## config.mk

```make
export PLATFORM = sky130hd
export DESIGN_NAME = lift_call_scheduler_flat
export DESIGN_NICKNAME = d
export VERILOG_FILES = /design/src/rtl/lift_call_scheduler_if.sv /design/src/rtl/lift_call_scheduler.sv /design/src/flat_wrapper.sv
export SDC_FILE = /design/constraint.sdc
export NUM_CORES = 1
export LEC_CHECK = 0
export BUFFER_PORTS_ARGS = -buffer_cell sky130_fd_sc_hd__clkbuf_2
export CORE_UTILIZATION = 47
export DETAILED_ROUTE_END_ITERATION = 10
export PLACE_DENSITY = 0.85
export SETUP_SLACK_MARGIN = 0.3
export SLEW_MARGIN = 0
export SYNTH_ARGS = -nofsm -noshare
export SYNTH_HDL_FRONTEND = slang
export SYNTH_SLANG_ARGS = --single-unit
```

## constraint.sdc

```tcl
create_clock -name clk -period 1.4 [get_ports clk]
set_input_delay 0.07 -clock clk [delete_from_list [all_inputs] [get_ports clk]]
set_output_delay 0.07 -clock clk [all_outputs]
set_load 0.05 [all_outputs]
```

## src/rtl/lift_call_scheduler_if.sv

```systemverilog
// Call-scheduler <-> lift-controller bundle: buttons and current floor in, target floor and status out.
// master = scheduler side, slave = controller/button side.
interface lift_call_scheduler_if #(
  parameter int NUM_FLOORS = 4,
  parameter int FLOOR_W    = 2
);
  logic [NUM_FLOORS-1:0] btn;
  logic [FLOOR_W-1:0]    lift_state;
  logic [FLOOR_W-1:0]    floor;
  logic                  req_valid;
  logic                  arrived;
  logic [NUM_FLOORS-1:0] pending;
  logic                  dir_up;
  logic                  wdog_err;

  modport master (
    input  btn, lift_state,
    output floor, req_valid, arrived, pending, dir_up, wdog_err
  );

  modport slave (
    output btn, lift_state,
    input  floor, req_valid, arrived, pending, dir_up, wdog_err
  );
endinterface

```

## src/rtl/lift_call_scheduler.sv

```systemverilog
// Latches floor calls and issues targets in SCAN order; button edge to req_valid takes 3 edges, no backpressure.
// Optional arrival watchdog: define LIFT_SCHED_WDOG_EN.
module lift_call_scheduler #(
  parameter int NUM_FLOORS   = 4,
  parameter int FLOOR_W      = 2,
  parameter int DWELL_CYCLES = 3,
  parameter int WDOG_CYCLES  = 16
) (
  input  logic                 clk,
  input  logic                 rst_n,
  lift_call_scheduler_if.master bus
);

  typedef enum logic [1:0] {IDLE, DISPATCH, WAIT_ARRIVE, DWELL} state_t;

  localparam int DWELL_W = (DWELL_CYCLES > 1) ? $clog2(DWELL_CYCLES) : 1;

  state_t                state;
  logic [FLOOR_W-1:0]    floor_q;
  logic [FLOOR_W-1:0]    target;
  logic                  req_valid_q;
  logic                  arrived_q;
  logic                  dir_up_q;
  logic [NUM_FLOORS-1:0] pending_q;
  logic [NUM_FLOORS-1:0] pending_set;
  logic [NUM_FLOORS-1:0] floor_onehot;
  logic [DWELL_W-1:0]    dwell_cnt;
  logic                  at_target;

  logic                  ge_hit, le_hit;
  logic [FLOOR_W-1:0]    ge_idx, gt_idx, le_idx, lt_idx;
  logic [FLOOR_W-1:0]    sel_floor;
  logic                  sel_dir_up;

  assign pending_set  = pending_q | bus.btn;
  assign floor_onehot = {{(NUM_FLOORS-1){1'b0}}, 1'b1} << floor_q;
  assign at_target    = (int'(bus.lift_state) < NUM_FLOORS) && (bus.lift_state == floor_q);

  // ge/gt scan downward so the lowest match wins; le/lt scan upward so the highest wins.
  always_comb begin
    ge_hit = 1'b0;
    le_hit = 1'b0;
    ge_idx = '0;
    gt_idx = '0;
    le_idx = '0;
    lt_idx = '0;
    for (int i = NUM_FLOORS - 1; i >= 0; i--) begin
      if (pending_q[i] && i >= int'(bus.lift_state)) begin
        ge_hit = 1'b1;
        ge_idx = FLOOR_W'(i);
      end
      if (pending_q[i] && i > int'(bus.lift_state)) gt_idx = FLOOR_W'(i);
    end
    for (int i = 0; i < NUM_FLOORS; i++) begin
      if (pending_q[i] && i <= int'(bus.lift_state)) begin
        le_hit = 1'b1;
        le_idx = FLOOR_W'(i);
      end
      if (pending_q[i] && i < int'(bus.lift_state)) lt_idx = FLOOR_W'(i);
    end
    sel_dir_up = dir_up_q;
    sel_floor  = '0;
    if (dir_up_q) begin
      if (ge_hit) sel_floor = ge_idx;
      else begin
        sel_floor  = lt_idx;
        sel_dir_up = 1'b0;
      end
    end else begin
      if (le_hit) sel_floor = le_idx;
      else begin
        sel_floor  = gt_idx;
        sel_dir_up = 1'b1;
      end
    end
  end

`ifdef LIFT_SCHED_WDOG_EN
  localparam int WDOG_W = $clog2(WDOG_CYCLES + 1);
  logic [WDOG_W-1:0] wdog_cnt;
  logic              wdog_err_q;
  assign bus.wdog_err = wdog_err_q;
`else
  assign bus.wdog_err = 1'b0;
`endif

  always_ff @(posedge clk) begin
    if (!rst_n) begin
      state       <= IDLE;
      floor_q     <= '0;
      target      <= '0;
      req_valid_q <= 1'b0;
      arrived_q   <= 1'b0;
      dir_up_q    <= 1'b1;
      pending_q   <= '0;
      dwell_cnt   <= '0;
`ifdef LIFT_SCHED_WDOG_EN
      wdog_cnt    <= '0;
      wdog_err_q  <= 1'b0;
`endif
    end else begin
      arrived_q <= 1'b0;
      pending_q <= pending_set;
      case (state)
        IDLE: begin
          if (|pending_q) begin
            target   <= sel_floor;
            dir_up_q <= sel_dir_up;
            state    <= DISPATCH;
          end
        end
        DISPATCH: begin
          floor_q     <= target;
          req_valid_q <= 1'b1;
`ifdef LIFT_SCHED_WDOG_EN
          wdog_cnt    <= '0;
`endif
          state       <= WAIT_ARRIVE;
        end
        WAIT_ARRIVE: begin
          if (at_target) begin
            req_valid_q <= 1'b0;
            arrived_q   <= 1'b1;
            dwell_cnt   <= DWELL_W'(DWELL_CYCLES - 1);
            state       <= DWELL;
          end
`ifdef LIFT_SCHED_WDOG_EN
          else if (wdog_cnt == WDOG_W'(WDOG_CYCLES - 1)) begin
            wdog_err_q  <= 1'b1;
            req_valid_q <= 1'b0;
            pending_q   <= pending_set & ~floor_onehot;
            state       <= IDLE;
          end else begin
            wdog_cnt <= wdog_cnt + 1'b1;
          end
`endif
        end
        DWELL: begin
          // Clearing after the OR absorbs a same-edge press of the served floor.
          if (dwell_cnt == '0) begin
            pending_q <= pending_set & ~floor_onehot;
            state     <= IDLE;
          end else begin
            dwell_cnt <= dwell_cnt - 1'b1;
          end
        end
        default: state <= IDLE;
      endcase
    end
  end

  assign bus.floor     = floor_q;
  assign bus.req_valid = req_valid_q;
  assign bus.arrived   = arrived_q;
  assign bus.pending   = pending_q;
  assign bus.dir_up    = dir_up_q;

endmodule
```

## src/flat_wrapper.sv

```systemverilog
// flat-port wrapper written by rule: the top's interface ports become plain ports
module lift_call_scheduler_flat 
#(
  parameter int NUM_FLOORS   = 4,
  parameter int FLOOR_W      = 2,
  parameter int DWELL_CYCLES = 3,
  parameter int WDOG_CYCLES  = 16
)
  (clk, rst_n, bus_btn, bus_lift_state, bus_floor, bus_req_valid, bus_arrived, bus_pending, bus_dir_up, bus_wdog_err);
  lift_call_scheduler_if #(.NUM_FLOORS(NUM_FLOORS), .FLOOR_W(FLOOR_W)) bus_i ();
  input  logic clk;
  input  logic rst_n;
  input wire logic [$bits(bus_i.btn)-1:0] bus_btn;
  input wire logic [$bits(bus_i.lift_state)-1:0] bus_lift_state;
  output wire logic [$bits(bus_i.floor)-1:0] bus_floor;
  output wire logic [$bits(bus_i.req_valid)-1:0] bus_req_valid;
  output wire logic [$bits(bus_i.arrived)-1:0] bus_arrived;
  output wire logic [$bits(bus_i.pending)-1:0] bus_pending;
  output wire logic [$bits(bus_i.dir_up)-1:0] bus_dir_up;
  output wire logic [$bits(bus_i.wdog_err)-1:0] bus_wdog_err;
  assign bus_i.btn = bus_btn;
  assign bus_i.lift_state = bus_lift_state;
  assign bus_floor = bus_i.floor;
  assign bus_req_valid = bus_i.req_valid;
  assign bus_arrived = bus_i.arrived;
  assign bus_pending = bus_i.pending;
  assign bus_dir_up = bus_i.dir_up;
  assign bus_wdog_err = bus_i.wdog_err;
  lift_call_scheduler #(.NUM_FLOORS(NUM_FLOORS), .FLOOR_W(FLOOR_W), .DWELL_CYCLES(DWELL_CYCLES), .WDOG_CYCLES(WDOG_CYCLES)) u_core (.clk(clk), .rst_n(rst_n), .bus(bus_i));
endmodule
```

==> impl_metrics.csv, run 1 <==
group,metric,value,unit
status,status,"finished clean",
final_layout,finalInstanceArea,1290,um^2
clock_network,cts.sinks,15,
sta,hold_viol,0,
detailed_routing,vias_per_cell,5.89,
logic_synthesis,syn_inst,97,
logic_synthesis,synthArstFlopShare,0,
worst_setup_path,arrival,1460,ps
clock_network,numCtsBuffers,3,
sta,fmax,0.774,GHz
logic_synthesis,ys_seq_area_frac,0.335,
run,maxCapViolCount,0,
placed_design,preCtsSetupSlack,-33.6,ps
worst_setup_path,critPathLaunchType,"flop",
sta,finalClockSkew,4.74,ps
sta,finalCritPeriodShare,0.923,
placed_design,dpl_cell_area,1050,um^2
global_routing,grt_pass1_wl,3680,um
logic_synthesis,synth_flop_cell,"dfxtp_1",
detailed_routing,antenna_left,0,
worst_hold_path,min_path_type,"in2reg",
sta,period_needed,1290,ps
final_layout,fill_cells,129,
final_layout,syn2layout_area_growth,43.5,%
logic_synthesis,yosysWarningCount,0,
global_routing,gr-total-overflow,0,
worst_setup_path,crit_fanout,10,
logic_synthesis,synth_area,897,um^2
floorplanning,num_rows,15,
logic_synthesis,synth.distinct_cells,34,
placed_design,port-buffer-count,16,
logic_synthesis,synthTopCellsByArea,"dfxtp_1 (33%), ha_1 (8.4%), o221a_2 (5.0%), xor2_2 (3.6%), nor2b_1 (3.5%)",
logic_synthesis,synth-seq-cells,15,
worst_hold_path,hp-start,"bus_btn[0]",
floorplanning,num_io_pins,18,
clock_network,cts_root_buf,"clkbuf_4",
pwr,p_switching,861,uW
pwr,combPwrFrac,0.532,
worst_setup_path,worstSetupPathType,"reg2reg",
sta,grt_setup_unrepaired,"true",
global_routing,grt_max_degree,13,
worst_setup_path,crit_start,"u_core.bus.pending[1]$_SDFF_PN0_",
sta,setup_slack,108,ps
logic_synthesis,syn_area_per_cell,9.25,um^2
final_layout,fin_nets,139,
pwr,p_per_area,1530,nW/um^2
sta,setup_violations,0,
detailed_routing,drc_errors,0,
final_layout,regArea,329,um^2
final_layout,multi_input_area,647,um^2
pwr,p_clk_frac,0.131,
floorplanning,core,1760,um^2
detailed_routing,first_pass_iters,4,
clock_network,clk_latency,300,ps
logic_synthesis,synth.most_common_cell,"dfxtp_1",
logic_synthesis,synth_top_area_share,0.335,
logic_synthesis,synth_nets,111,
clock_network,path_clk_slew,90,ps
detailed_routing,drtIter0Drc,34,
placed_design,finalWeightedCongestion,0.794,
clock_network,h-tree-depth,1,
clock_network,cts_tree,"yes",
logic_synthesis,synth_edf_count,0,
pwr,ir_drop,1.16,mV
pwr,p_seq_frac,0.337,
floorplanning,die_w,45.7,um
logic_synthesis,ys_top_cells_by_count,"dfxtp_1 (15), inv_1 (8), nand2_1 (7)",
floorplanning,die-area,2090,um^2
detailed_routing,drt_wl_total,2530,um
worst_setup_path,worstSetupEndpointType,"flop",
global_routing,grt_pass1_vias,802,
global_routing,grtUsageTotal,0.259,
detailed_routing,routed-via-count,878,
worst_setup_path,r2r-start,"u_core.bus.pending[1]$_SDFF_PN0_",
final_layout,diodes,0,
clock_network,clk_path_buf_depth,2,
sta,slew_violations,0,
placed_design,hpwlAfterDp,1440,um
detailed_routing,wl_per_cell,17.0,um
global_routing,antenna_found_initial,0,
logic_synthesis,yosysTopAreaCell,"dfxtp_1",
floorplanning,initial_core_util,0.509,
pwr,power_leakage,0.495,nW
worst_setup_path,worstPathRequired,1570,ps
pwr,swShare,0.436,
pwr,p_int,1.11,mW
floorplanning,dieHeight,45.7,um
final_layout,drive_above_1_share,0.556,
==> path summary, 6_finish.rpt <==
| path | to | slack (ps) | cells past startpoint |
|---|---|---|---|
| max | u_core.bus.dir_up$_SDFFE_PN1P_ | 110 | 4 |
| min | u_core.bus.pending[0]$_SDFF_PN0_ | 40 | 2 |
| max reg2reg | u_core.bus.dir_up$_SDFFE_PN1P_ | 110 | 4 |
| min reg2reg | u_core.bus.req_valid$_SDFFE_PN0P_ | 490 | 2 |
==> metal layers <==
metal	vias up	global-route usage	wire, um
met5	-	0	0
met2	35	0.431	1310
li1	407	-	-
met4	0	0.182	89
met3	11	0.0556	129
met1	425	0.291	1010
==> logic make-up after synthesis <==
| kind of cell | count (synthesis) | synth area share |
|---|---|---|
| AO/OA/AOI/OAI | 29 | 0.273 |
| buffers and inverters | 14 | 0.0753 |
| adder cells (fa/ha/maj) | 6 | 0.0837 |
| XOR/XNOR | 2 | 0.0363 |
| other | 1 | 0.00418 |
| flip-flops | 15 | 0.335 |
| multiplexers | 3 | 0.0335 |
| AND/OR/NAND/NOR | 27 | 0.159 |
==> metrics by stage <==
step | power (mW) | setup TNS, ps | instances | util | hold WS, ps
floorplan | 1.27 | 0 | 97 | - | 253
global placement | 1.39 | 0 | 133 | 0.596 | 345
detailed placement | 1.43 | -33.6 | 133 | 0.596 | 350
CTS | 1.88 | 0 | 147 | 0.699 | 45.1
global route | 2.07 | 0 | 149 | 0.730 | 35.1
finish | 1.97 | 0 | 149 | 0.730 | 44.4
==> critical path, cell delays in order (launching register included) <==
cell and delay [ps]:
dfxtp_4 400, nor2b_1 140, o21a_1 190, o41ai_2 320
nand3_1 110
==> flip-flops by register name, summed over array words and instances, names as in the netlist <==
signal and count:
u_core.dwell_cnt 2, u_core.bus.floor 2, u_core.bus.pending 4, u_core.bus.req_valid 1
u_core.state 2, u_core.bus.arrived 1, u_core.target 2, u_core.bus.dir_up 1
==> cells in the final DEF, fill, tap and decap left out, drive strengths merged <==
cell type	count
nor2b	5
nand3b	1
a221oi	1
clkbuf	17
ha	6
o21bai	1
nor2	4
nor3b	1
o21a	3
o21ai	7
o311ai	1
a21oi	6
nand2	8
inv	8
o41ai	2
o221ai	1
xor2	2
o221a	4
a311oi	2
nor4	2
buf	16
conb	1
dfxtp	15
nand4	2
nand3	3
mux2i	3
o31ai	1
nor4b	1
==> layout make-up <==
class	instances	share of cell area
multi-input combinational	68	0.502
clock buffer	4	0.0204
inverter	8	0.0292
tap	25	0.0243
sequential	15	0.256
timing repair buffer	29	0.168
==> power groups by stage <==
stage	clock network [mW]	logic (mW)	registers, mW
6_report	0.259	1.05	0.665
5_1_grt	0.286	1.11	0.676
4_1_cts	0.259	0.968	0.652
3_5_place_dp	0	0.786	0.648
3_3_place_gp	0	0.752	0.640
2_1_floorplan	0	0.513	0.755
==> what timing repair did <==
action	4_1_cts	5_1_grt
pin swaps	13	8
buffers inserted	10	2
cloned	0	0
hold buffers	0	0
gates resized for setup	19	22
setup endpoints to repair	15	20
Power figures use the tool's default switching activity.
==> inputs of run 2 (changes only) <==
--- a/config.mk
+++ b/config.mk
@@ -8,5 +8,6 @@
 export BUFFER_PORTS_ARGS = -buffer_cell sky130_fd_sc_hd__clkbuf_2
-export CORE_UTILIZATION = 47
+export CORE_UTILIZATION = 56
+export CTS_BUF_LIST = sky130_fd_sc_hd__clkbuf_8
 export DETAILED_ROUTE_END_ITERATION = 10
-export PLACE_DENSITY = 0.85
+export PLACE_DENSITY = 0.93
 export SETUP_SLACK_MARGIN = 0.3
==> constraint.sdc (replaced) <==
create_clock -name clk -period 1.2 [get_ports clk]
set_input_delay 0.06 -clock clk [delete_from_list [all_inputs] [get_ports clk]]
set_output_delay 0.06 -clock clk [all_outputs]
set_load 0.1 [all_outputs]
==> run 2 against run 1 <==
  * The run now fails in clock tree synthesis (4_1_cts)
  * Synthesized area stayed put
  * Synthesized cell count unchanged
==> impl_metrics.csv, run 2 <==
group,metric,value,unit
logic_synthesis,synth_flop_cell,"dfxtp_1",
placed_design,hpwlAfterDp,2110,um
floorplanning,initial_core_util,0.596,
floorplanning,num_io_pins,18,
clock_network,h-tree-depth,1,
logic_synthesis,syn_inst,97,
status,error,"[ERROR DPL-0038] Utilization greater than 100%, impossible to legalize",
logic_synthesis,synthArstFlopShare,0,
floorplanning,num_rows,14,
clock_network,numCtsBuffers,3,
placed_design,finalWeightedCongestion,0.875,
logic_synthesis,synth_top_area_share,0.335,
logic_synthesis,synthTopCellsByArea,"dfxtp_1 (33%), ha_1 (8.4%), o221a_2 (5.0%), xor2_2 (3.6%), nor2b_1 (3.5%)",
clock_network,ctsHoldBuffers,0,
logic_synthesis,synth-seq-cells,15,
clock_network,cts_root_buf,"clkbuf_8",
clock_network,clk_path_buf_depth,2,
status,stop_stage,"clock tree synthesis (4_1_cts)",
clock_network,cts_resized,32,
logic_synthesis,ys_top_cells_by_count,"dfxtp_1 (15), inv_1 (8), nand2_1 (7)",
logic_synthesis,synth.distinct_cells,34,
status,status,"did not finish",
placed_design,dpl.cell_count,142,
clock_network,post_cts_buffers,6,
logic_synthesis,synth_area,897,um^2
logic_synthesis,synth.most_common_cell,"dfxtp_1",
floorplanning,die_w,42.0,um
floorplanning,dieHeight,42.0,um
logic_synthesis,yosysWarningCount,0,
clock_network,cts.sinks,15,
logic_synthesis,syn_area_per_cell,9.25,um^2
logic_synthesis,synth_nets,111,
placed_design,port-buffer-count,16,
logic_synthesis,synth_edf_count,0,
logic_synthesis,yosysTopAreaCell,"dfxtp_1",
logic_synthesis,ys_seq_area_frac,0.335,
run 2: cell counts after synthesis:
Identical to the previous run, type by type.
run 2: cells by family after synthesis:
| group | after synthesis | synth area share |
|---|---|---|
| buf+inv | 14 | 0.0753 |
| fa+ha+maj | 6 | 0.0837 |
| compound gates | 29 | 0.273 |
| simple gates | 27 | 0.159 |
| xor+xnor | 2 | 0.0363 |
| mux | 3 | 0.0335 |
| other cells | 1 | 0.00418 |
| flops | 15 | 0.335 |
run 2: per-stage QoR:
| stage | setup slack, ps | area [um^2] | utilization |
|---|---|---|---|
| 2_1_floorplan | -196 | 990 | - |
| 3_3_place_gp | -119 | 1290 | 0.854 |
| 3_5_place_dp | -306 | 1290 | 0.854 |
==> inputs of run 3 (changes only) <==
Settings changed: CORE_AREA set to 2 2 63 65, CORE_UTILIZATION 56 to not set, CTS_BUF_LIST sky130_fd_sc_hd__clkbuf_8 to not set, DIE_AREA set to 0 0 65 67, PLACE_DENSITY 0.93 to not set, PLACE_DENSITY_LB_ADDON set to 0.15, SETUP_SLACK_MARGIN 0.3 to not set.
==> run 3 against run 2 <==
  * The flow now finishes, with violations (negative setup slack)
==> impl_metrics.csv, run 3 (synthesized netlist as in run 1, its figures left out) <==
group,metric,value,unit
status,status,"finished with violations",
status,violations,"negative setup slack",
placed_design,dpl_cell_area,1280,um^2
pwr,p_clk_frac,0.161,
final_layout,finalInstanceArea,1440,um^2
floorplanning,num_rows,22,
clock_network,h-tree-depth,1,
sta,setup_violations,4,
floorplanning,core,3610,um^2
sta,period_needed,1240,ps
global_routing,use_met3,0.0372,
pwr,swShare,0.436,
detailed_routing,routed-via-count,835,
run,maxCapViolCount,0,
worst_setup_path,critPathLaunchType,"flop",
pwr,p_per_area,1820,nW/um^2
placed_design,preCtsSetupSlack,-186,ps
floorplanning,die_w,65,um
worst_setup_path,arrival,1420,ps
floorplanning,num_io_pins,18,
pwr,p_seq_frac,0.280,
placed_design,dpl.cell_count,174,
worst_setup_path,critPathMaxStageDelay,330,ps
detailed_routing,first_pass_iters,4,
worst_setup_path,worstSetupEndpointType,"flop",
global_routing,grt_pass1_wl,3820,um
worst_setup_path,crit_buf_inv,1,
clock_network,cts_root_buf,"clkbuf_8",
detailed_routing,wl_per_cell,13.7,um
final_layout,fin_nets,145,
final_layout,fin_cells,178,
placed_design,port-buffer-count,16,
clock_network,numCtsBuffers,3,
sta,grt_setup_unrepaired,"true",
clock_network,clk_path_buf_depth,2,
pwr,power,2.62,mW
final_layout,syn2layout_area_growth,60.5,%
placed_design,finalWeightedCongestion,0.780,
pwr,combPwrFrac,0.559,
detailed_routing,vias_per_cell,4.69,
final_layout,largest_reg_flops,4,
detailed_routing,drt_wl_total,2440,um
sta,fmax,0.809,GHz
worst_setup_path,crit_fanout,4,
global_routing,grtUsageTotal,0.116,
worst_setup_path,worstSetupPathType,"reg2reg",
worst_hold_path,min_path_type,"in2reg",
detailed_routing,drc_errors,0,
global_routing,top_usage_layer,"met2",
clock_network,clk_latency,250,ps
detailed_routing,antenna_left,0,
pwr,ir_drop,0.932,mV
floorplanning,initial_core_util,0.249,
sta,slew_violations,0,
global_routing,antenna_found_initial,0,
sta,setup_slack,-35.4,ps
pwr,power_leakage,0.551,nW
sta,holdWs,84.1,ps
clock_network,cts_tree,"yes",
global_routing,met1_usage,0.133,
clock_network,path_clk_slew,70,ps
pwr,p_int,1.48,mW
sta,finalCritPeriodShare,1.03,
global_routing,grt_max_degree,12,
final_layout,utilization,0.399,
worst_setup_path,critPathTopFamily,"simple AND/OR/NAND/NOR gates",
global_routing,grt_pass1_vias,838,
global_routing,gr-total-overflow,0,
clock_network,post_cts_buffers,0,
final_layout,fill_cells,355,
sta,hold_viol,0,
detailed_routing,drtIter0Drc,54,
floorplanning,dieHeight,67,um
pwr,p_switching,1.14,mW
final_layout,diodes,0,
floorplanning,die-area,4360,um^2
global_routing,grt_use_met2,0.213,
final_layout,final_cell_mix,"buf_4 (19), clkbuf_2 (7), buf_12 (7), nand2_1 (6), dfxtp_4 (6)",
worst_setup_path,path_cells,"inv_1 > ha_2 > o41ai_4 > nor4b_1 > o21ai_1 > nand3_1",
sta,finalClockSkew,5.57,ps
final_layout,final_common_cell,"buf_4",
clock_network,cts.sinks,15,
worst_setup_path,crit_slowest_cell,"dfxtp_2",
final_layout,drive_above_1_share,0.577,
placed_design,hpwlAfterDp,1770,um
sta,fin_tns_setup,-119,ps
worst_setup_path,worstPathRequired,1390,ps
==> run 3: power by group through the flow <==
| stage | combinational, mW | sequential (mW) | clock [mW] |
|---|---|---|---|
| 2_1_floorplan | 0.539 | 1.04 | 0 |
| 3_3_place_gp | 1.30 | 0.716 | 0 |
| 3_5_place_dp | 1.32 | 0.715 | 0 |
| 4_1_cts | 1.41 | 0.716 | 0.432 |
| 5_1_grt | 1.57 | 0.746 | 0.456 |
| 6_report | 1.47 | 0.735 | 0.422 |
==> run 3: repair_timing <==
| item | CTS | global route |
|---|---|---|
| hold buffers | 0 | 0 |
| pin swaps | 5 | 5 |
| resized for setup | 17 | 10 |
| setup endpoints to repair | 9 | 13 |
==> run 3: final timing paths <==
| check | from | endpoint | slack (ps) | cells after the start |
|---|---|---|---|---|
| max | u_core.state[1]$_SDFFE_PN0P_ | u_core.bus.dir_up$_SDFFE_PN1P_ | -40 | 6 |
| min | bus_btn[2] | u_core.bus.pending[2]$_SDFF_PN0_ | 80 | 2 |
| max reg2reg | u_core.state[1]$_SDFFE_PN0P_ | u_core.bus.dir_up$_SDFFE_PN1P_ | -40 | 6 |
| min reg2reg | u_core.bus.req_valid$_SDFFE_PN0P_ | u_core.bus.req_valid$_SDFFE_PN0P_ | 470 | 2 |
==> run 3: per-layer routing <==
layer  vias to the layer above  wire (um)
met5                         -          0
met2                         9       1280
met4                         0         10
met3                         2         77
met1                       407       1070
li1                        417          -
==> run 3: worst reg2reg max path: cells and delay by family, from the launching register on <==
kind	cells	cell delay (ps)
flip-flops	1	330
buffers and inverters	1	70
AND/OR/NAND/NOR	2	340
adder cells (fa/ha/maj)	1	220
AO/OA/AOI/OAI	2	210
==> run 3: layout make-up <==
type | instances | area, um^2 | area share
clock buffer | 4 | 45.0 | 0.0313
inverter | 8 | 30.0 | 0.0209
multi-input combinational | 68 | 636 | 0.441
sequential | 15 | 329 | 0.228
tap | 48 | 60.1 | 0.0417
timing repair buffer | 35 | 340 | 0.236
==> inputs of run 4 (changes only) <==
Settings changed: SKIP_LAST_GASP set to 1.
==> run 4 against run 3 <==
  * Critical endpoint is now u_core.state[0]$_SDFFE_PN0P_
  * Non-clock buffer count is 2 higher
  * The run still ends with negative setup slack left
  * Final area increased by 0.17%
  * Maximum frequency decreased by 0.81%
  * Critical path type unchanged
  * First-iteration DRC count down 9.3%
  * Cell count is 1.1% higher
  * Largest cell class unchanged
==> impl_metrics.csv, run 4 (synthesized netlist as in run 1, its figures left out) <==
group,metric,value,unit
detailed_routing,dr_wl_met2,1290,um
floorplanning,dieHeight,67,um
final_layout,diodes,0,
detailed_routing,routed-via-count,835,
detailed_routing,drt_wl_total,2400,um
placed_design,hpwlAfterDp,1770,um
placed_design,finalWeightedCongestion,0.780,
pwr,swShare,0.435,
detailed_routing,drt-met1-wl,1020,um
pwr,combPwrFrac,0.563,
floorplanning,die-area,4360,um^2
sta,period_needed,1250,ps
sta,setup_slack,-45.5,ps
detailed_routing,dr.max_layer_used,"met4",
worst_setup_path,crit_start,"u_core.state[0]$_SDFFE_PN0P_",
sta,slew_violations,0,
pwr,p_switching,1.14,mW
worst_hold_path,min_path_type,"in2reg",
detailed_routing,drtIter0Drc,49,
detailed_routing,wl_per_cell,13.4,um
final_layout,regArea,329,um^2
worst_setup_path,crit_slowest_cell,"dfxtp_2",
clock_network,clk_latency,250,ps
final_layout,final_cell_mix,"buf_4 (21), clkbuf_2 (7), buf_12 (7), nand2_1 (6), dfxtp_4 (6)",
sta,setup_violations,5,
final_layout,drive_above_1_share,0.591,
sta,grt_setup_unrepaired,"true",
global_routing,antenna_found_initial,0,
worst_setup_path,worstSetupEndpointType,"flop",
clock_network,cts_root_buf,"clkbuf_8",
clock_network,cts_tree,"yes",
worst_setup_path,arrival,1410,ps
pwr,p_seq_frac,0.276,
detailed_routing,met3_length,82,um
detailed_routing,first_pass_iters,4,
worst_setup_path,worstPathRequired,1360,ps
placed_design,preCtsSetupSlack,-186,ps
sta,fin_tns_setup,-122,ps
worst_setup_path,r2r-start,"u_core.state[0]$_SDFFE_PN0P_",
worst_setup_path,critPathMaxStageDelay,340,ps
pwr,p_per_area,1820,nW/um^2
final_layout,fin_cells,180,
placed_design,dpl_cell_area,1280,um^2
worst_setup_path,worstSetupPathType,"reg2reg",
worst_hold_path,hp-start,"bus_btn[2]",
pwr,p_int,1.48,mW
sta,finalClockSkew,3.68,ps
placed_design,port-buffer-count,16,
final_layout,finalInstanceArea,1440,um^2
floorplanning,num_rows,22,
clock_network,h-tree-depth,1,
run,maxCapViolCount,0,
final_layout,fin_nets,147,
worst_setup_path,crit_buf_inv,0,
sta,fmax,0.803,GHz
clock_network,cts.sinks,15,
final_layout,final_common_cell,"buf_4",
final_layout,largest_reg_flops,4,
global_routing,grt_pass1_wl,3780,um
floorplanning,initial_core_util,0.249,
worst_setup_path,critPathTopFamily,"compound AO/OA/AOI/OAI gates",
floorplanning,core,3610,um^2
worst_setup_path,path_cells,"ha_2 > nor2b_4 > a21oi_2 > nand2_2 > a221oi_2",
pwr,p_clk_frac,0.160,
global_routing,grtUsageTotal,0.114,
final_layout,syn2layout_area_growth,60.8,%
sta,finalCritPeriodShare,1.04,
clock_network,path_clk_slew,70,ps
detailed_routing,vias_per_cell,4.64,
global_routing,gr-total-overflow,0,
pwr,ir_drop,0.939,mV
global_routing,grt_max_degree,12,
pwr,power,2.63,mW
global_routing,grt_pass1_vias,828,
placed_design,dpl.cell_count,174,
final_layout,fill_cells,355,
sta,hold_viol,0,
worst_setup_path,crit_fanout,3,
clock_network,clk_path_buf_depth,2,
floorplanning,die_w,65,um
status,violations,"negative setup slack",
pwr,power_leakage,0.558,nW
clock_network,numCtsBuffers,3,
final_layout,multi_input_area,621,um^2
detailed_routing,antenna_left,0,
floorplanning,num_io_pins,18,
worst_setup_path,critPathLaunchType,"flop",
detailed_routing,drc_errors,0,
status,status,"finished with violations",
## run 4: changes by cell type in the layout (fill, tap and decap cells not counted)
cell | before | now
inv_4 | 0 | 1
xor2_2 | 0 | 1
inv_2 | 3 | 2
nor4_4 | 1 | 0
buf_4 | 19 | 21
nand3_2 | 0 | 1
nand3_1 | 3 | 2
nor4_2 | 0 | 1
xor2_4 | 2 | 1
## run 4: timing repair
item / CTS / global route
hold buffers: 0 / 0
endpoints found under the setup margin: 9 / 13
pin swaps: 4 / 4
gates resized for setup: 15 / 12
setup buffers: 0 / 2
cloned: 0 / 0
## run 4: worst register-to-register path: stages (launching register included)
cell and delay [ps]:
dfxtp_2 340, ha_2 200, nor2b_4 140, a21oi_2 170, nand2_2 90, a221oi_2 230
## run 4: layout make-up
type                    instances  area share
multi-input cells              68       0.430
repair buffers                 37       0.246
flip-flops and latches         15       0.228
well taps                      48      0.0416
clock buffers                   4      0.0312
inverters                       8      0.0225
## run 4: stage by stage
step                hold slack, ps  utilization
global placement               335        0.354
CTS                           82.4        0.380
floorplan                      242            -
global route                  85.4        0.400
finish                        83.3        0.400
detailed placement             342        0.354
## run 4: worst paths after layout
kind                                       endpoint  slack [ps]  depth (start not counted)
setup / recovery       u_core.state[0]$_SDFFE_PN0P_         -50                          5
hold / removal     u_core.bus.pending[2]$_SDFF_PN0_          80                          2
setup reg to reg       u_core.state[0]$_SDFFE_PN0P_         -50                          5
hold reg to reg   u_core.bus.req_valid$_SDFFE_PN0P_         460                          2
## run 4: power by group through the flow
| stage | sequential (mW) | clock [mW] | combinational (mW) |
|---|---|---|---|
| 3_5_place_dp | 0.715 | 0 | 1.32 |
| 6_report | 0.726 | 0.421 | 1.48 |
| 3_3_place_gp | 0.716 | 0 | 1.30 |
| 5_1_grt | 0.736 | 0.456 | 1.58 |
| 4_1_cts | 0.714 | 0.432 | 1.39 |
| 2_1_floorplan | 1.04 | 0 | 0.539 |
## run 4: per-layer routing
metal / global-route usage / vias up
li1: - / 419
met1: 0.132 / 399
met2: 0.210 / 15
met3: 0.0372 / 2
met4: 0.0160 / 0
met5: 0 / -
